==> src/rtl/power_switch_sequencer.sv <==
// Power-switch sequencer for a gated logic island.
// Turns switch segments on one per gap to limit inrush, releases isolation
// only after the rail has settled, and reverses the order on power-down.
// The enable bank is kept as a segment count, so the thermometer code and
// the popcount output cannot disagree.
module power_switch_sequencer #(
   parameter int N_SW  = 8,
   parameter int DLY_W = 8
) (
   input  logic                         clk,
   input  logic                         rst_n,
   input  logic                         pwr_req,
   input  logic [DLY_W-1:0]             step_dly,
   output logic [N_SW-1:0]              sw_en,
   output logic [$clog2(N_SW+1)-1:0]    sw_cnt,
   output logic                         iso_en,
   output logic                         pwr_ack,
   output logic                         busy
);

   localparam int CW = $clog2(N_SW + 1);
   localparam logic [CW-1:0] CNT_FULL = CW'(N_SW);
   localparam logic [CW-1:0] CNT_LAST = CW'(N_SW - 1);
   localparam logic [CW-1:0] CNT_ONE  = CW'(1);

   typedef enum logic [2:0] {
      S_OFF,
      S_RAMP_UP,
      S_SETTLE,
      S_ON,
      S_RAMP_DOWN
   } state_t;

   state_t            state_q, state_d;
   logic [CW-1:0]     sw_cnt_q, sw_cnt_d;
   logic [DLY_W-1:0]  gap_q, gap_d;
   logic              reload;
   logic              gap_done;

   // State, segment count and gap counter registers.
   always_ff @(posedge clk) begin
      if (!rst_n) begin
         state_q  <= S_OFF;
         sw_cnt_q <= '0;
         gap_q    <= '0;
      end else begin
         state_q  <= state_d;
         sw_cnt_q <= sw_cnt_d;
         gap_q    <= gap_d;
      end
   end

   // Next-state, segment stepping, gap reload and output decode.
   always_comb begin
      state_d  = state_q;
      sw_cnt_d = sw_cnt_q;
      reload   = 1'b0;
      gap_done = (gap_q == '0);
      // Gap counter runs down and holds at zero until the next reload.
      gap_d    = gap_done ? '0 : gap_q - DLY_W'(1);

      unique case (state_q)
         S_OFF: begin
            if (pwr_req) begin
               state_d  = S_RAMP_UP;
               sw_cnt_d = CNT_ONE;
               reload   = 1'b1;
            end
         end
         S_RAMP_UP: begin
            // A dropped request takes priority over a due step.
            if (!pwr_req) begin
               state_d = S_RAMP_DOWN;
               reload  = 1'b1;
            end else if (gap_done) begin
               reload = 1'b1;
               if (sw_cnt_q == CNT_FULL) begin
                  // Re-request caught the bank still fully on: nothing left
                  // to switch, so the gap just served as the settle time.
                  state_d = S_ON;
               end else begin
                  sw_cnt_d = sw_cnt_q + CNT_ONE;
                  if (sw_cnt_q == CNT_LAST) begin
                     state_d = S_SETTLE;
                  end
               end
            end
         end
         S_SETTLE: begin
            if (!pwr_req) begin
               state_d = S_RAMP_DOWN;
               reload  = 1'b1;
            end else if (gap_done) begin
               state_d = S_ON;
               reload  = 1'b1;
            end
         end
         S_ON: begin
            // Isolation goes up on this edge; segments stay put for one gap.
            if (!pwr_req) begin
               state_d = S_RAMP_DOWN;
               reload  = 1'b1;
            end
         end
         S_RAMP_DOWN: begin
            if (pwr_req) begin
               state_d = S_RAMP_UP;
               reload  = 1'b1;
               if (sw_cnt_q == '0) begin
                  sw_cnt_d = CNT_ONE;
               end
            end else if (gap_done) begin
               reload = 1'b1;
               if (sw_cnt_q != '0) begin
                  sw_cnt_d = sw_cnt_q - CNT_ONE;
               end
               if (sw_cnt_q <= CNT_ONE) begin
                  state_d = S_OFF;
               end
            end
         end
         default: begin
            state_d  = S_OFF;
            sw_cnt_d = '0;
            reload   = 1'b1;
         end
      endcase

      if (reload) begin
         gap_d = step_dly;
      end

      sw_en = '0;
      for (int i = 0; i < N_SW; i++) begin
         sw_en[i] = (i < int'(sw_cnt_q));
      end
      sw_cnt  = sw_cnt_q;
      iso_en  = (state_q != S_ON);
      pwr_ack = (state_q == S_ON);
      busy    = (state_q == S_RAMP_UP) || (state_q == S_SETTLE) ||
                (state_q == S_RAMP_DOWN);
   end

endmodule

==> config.mk <==
export PLATFORM = sky130hd
export DESIGN_NAME = power_switch_sequencer
export DESIGN_NICKNAME = d
export VERILOG_FILES = /design/src/rtl/power_switch_sequencer.sv
export SDC_FILE = /design/constraint.sdc
export NUM_CORES = 1
export LEC_CHECK = 0
export ABC_AREA = 1
export CAP_MARGIN = 10
export CORE_MARGIN = 3
export CORE_UTILIZATION = 50
export DETAILED_ROUTE_END_ITERATION = 12
export PLACE_DENSITY = 0.79
export SLEW_MARGIN = 20
export SYNTH_ARGS = -nofsm -noshare
export SYNTH_HDL_FRONTEND = slang
export SYNTH_SLANG_ARGS = --single-unit
export TNS_END_PERCENT = 50
==> constraint.sdc <==
create_clock -name clk -period 1.7 [get_ports clk]
set_input_delay 0.17 -clock clk [delete_from_list [all_inputs] [get_ports clk]]
set_output_delay 0.17 -clock clk [all_outputs]
set_load 0.02 [all_outputs]
==> metrics.yaml <==
status: "finished clean"
ir_drop_uv: 1270
dieHeight_um: 57.4
stdcell_count: 290
synthAdderAreaFrac_pct: 6.63
drt_pass1_iterations: 4
vias_per_cell: 4.88
max_cap_violations: 0
endpoint_kind: "output pin"
core_um2: 2500
area_delta_synth_final_pct: 32.7
path_common_cell: "nand2_2"
worst_pin_slew_ns: 0.340
synthArstFlopShare_pct: 0
initial_core_util_pct: 52.9
finalSetupTns_ns: 0
clk_pin_slew_ns: 0.10
worstHoldPathType: "input port to flip-flop"
hold_viol: 0
fin_crit_ns: 1.60
slowest_stage: "dfxtp_4"
path_class: "flip-flop to output pin"
synth_warnings: 0
setup_viol: 0
path_cells: "nor2_1, nand2_2, nand2_2, inv_2, nand2_1, dlygate4sd2_1"
synth_nets: 240
cts_tree: "yes"
required_ns: 1.53
synth_top_family_by_area: "simple AND/OR/NAND/NOR gates"
synth_area_per_cell_um2: 5.95
drt-initial-drc-count: 51
yosys.area_share.xor_xnor_pct: 1.99
dr_total_vias: 1414
clock_sinks: 15
yosys-top-cells-count: "59 x nand2_1, 44 x nor2_1, 25 x inv_1"
synth_seq_cells: 15
timing.final.crit_share_pct: 94.3
clock_latency_ns: 0.29
portBuffers: 25
synth_top_cell_area_share_pct: 22.7
synth-simple-area-share_pct: 46.8
cts_hold_buf: 0
slowest_delay_ns: 0.38
grt_pass1_wl_um: 5330
numCtsBuffers: 3
synth_edf_count: 0
rows: 18
grt-ovfl-total: 0
cp_max_fo: 7
clockBufferDepth: 2
htree_levels: 1
synth_largest_area_cell: "dfxtp_1"
leakagePower_nw: 0.924
dieArea_um2: 3300
slew_headroom_pct: 77.2
synth_compound_area_share_pct: 9.66
antenna_found_initial: 0
max_freq_mhz: 624
die_x_um: 57.4
synth.distinct_cells: 28
power_mw: 3.26
wl_per_cell_um: 10.6
critical_path_arrival_ns: 1.43
syn_inst: 222
synth.area.mux_share_pct: 0.758
synth_area_leaders: "dfxtp_1 23%, nand2_1 17%, nor2_1 13%"
first_global_vias: 1271
r2r_slack_ns: 0.15
p_per_area_nw_per_um2: 1860
detail_route.wirelength_um: 3080
placedInstanceArea_um2: 1690
yosysMostFrequentCell: "nand2_1"
grt_usage_pct: 19.9
fin_skew_ns: 0.00455
ant_nets: 0
setup.worst_path.start_class: "flip-flop"
hpwl_um: 2390
grt_max_degree: 16
antenna_cells: 0
clockRootBuffer: "clkbuf_4"
place_inst: 286
gp_congestion: 0.917
syn_area_um2: 1320
io_pins: 26
finish.instance_area_um2: 1750
yosysSeqAreaShare_pct: 22.7
rsz0062_at_grt: "yes"
route.detailed.drc: 0
timing.hold.ws_ns: 0.446
synth_ff_type: "dfxtp_1"
final_max_slew_viol_count: 0
fin_nets: 279
drive_gt1_share_pct: 20.8
power by group:
group | total, mW | switching, mW | leakage [nW] | internal [mW]
logic | 2.40 | 1.42 | 0.779 | 0.974
clock network | 0.215 | 0.127 | 0.0177 | 0.0876
registers | 0.645 | 0.131 | 0.127 | 0.514
total | 3.26 | 1.68 | 0.924 | 1.58
registers in the layout (all words and copies together) (netlist names):
signal and count:
state_q 3, sw_cnt 4, gap_q 8
logic make-up (layout without fill, tap and decap cells):
family | after synthesis | in the layout
muxes | 1 | 1
buffers and inverters | 34 | 72
adders and majority gates | 7 | 7
DFF | 15 | 15
AOI/OAI and AO/OA | 22 | 22
xor gates and xnor gates | 3 | 3
and+or+nand+nor | 140 | 140
cell type report:
class                           instances  area (µm²)
Clock inverter                          1        5.00
Multi-Input combinational cell        173         905
Timing Repair Buffer                   40         368
Fill cell                             226         747
Tap cell                               30        37.5
Clock buffer                            3        22.5
Sequential cell                        15         310
Inverter                               28         105
final timing paths:
path	cells after the start	from	to
max	6	state_q[2]	busy
min	3	step_dly[3]	gap_q[3]
max reg2reg	9	state_q[1]	state_q[2]
min reg2reg	2	sw_cnt[3]	sw_cnt[3]
layout by cell type, fill, tap and decap left out:
| cell | count |
|---|---|
| nand4_1 | 1 |
| nor2_2 | 3 |
| dlygate4sd2_1 | 6 |
| clkinv_2 | 1 |
| mux2i_1 | 1 |
| nand3b_1 | 2 |
| ha_1 | 5 |
| nor2_4 | 4 |
| a32oi_1 | 1 |
| a21boi_0 | 1 |
| clkdlybuf4s50_1 | 15 |
| buf_12 | 1 |
| nor3_1 | 1 |
| buf_4 | 14 |
| dfxtp_4 | 1 |
| nor2_1 | 42 |
| nand2_1 | 56 |
| xor2_1 | 3 |
| clkdlybuf4s15_1 | 1 |
| inv_2 | 4 |
| dlymetal6s2s_1 | 2 |
| ha_2 | 2 |
| or2_2 | 1 |
| dfxtp_2 | 5 |
| o21ai_2 | 1 |
| a21oi_2 | 1 |
| nand3_1 | 19 |
| a21oi_1 | 5 |
| o21ai_0 | 12 |
| nand2_2 | 8 |
| clkbuf_2 | 1 |
| dfxtp_1 | 9 |
| inv_1 | 24 |
| nand2_4 | 1 |
| clkbuf_4 | 3 |
| nand3_2 | 2 |
| a21oi_4 | 1 |
critical path, delay by kind of cell (launching register included):
family	cells	cell delay, ns
simple gates	4	0.39
buf+inv	2	0.38
flops	1	0.38
what timing repair did:
item	CTS	global route
setup endpoints to repair	10	18
buffers inserted	0	0
pin swaps	0	2
gates resized for setup	12	17
gates cloned	0	0
per-stage QoR:
stage	setup WS, ns	utilization, %
CTS	0.0159	68.5
global placement	0.0193	67.6
finish	0.0966	70.1
detailed placement	0.0235	67.6
floorplan	0.0825	-
global route	-0.00443	70.1
routing by layer:
metal  vias up  part of all wire [%]  global-route usage, %
met5         -                     0                      0
met4         0                  0.55                   3.97
met3         2                   5.0                   4.30
met2        28                    46                   32.4
met1       610                    48                   27.0
li1        774                     -                      -
Power figures use the tool's default switching activity.
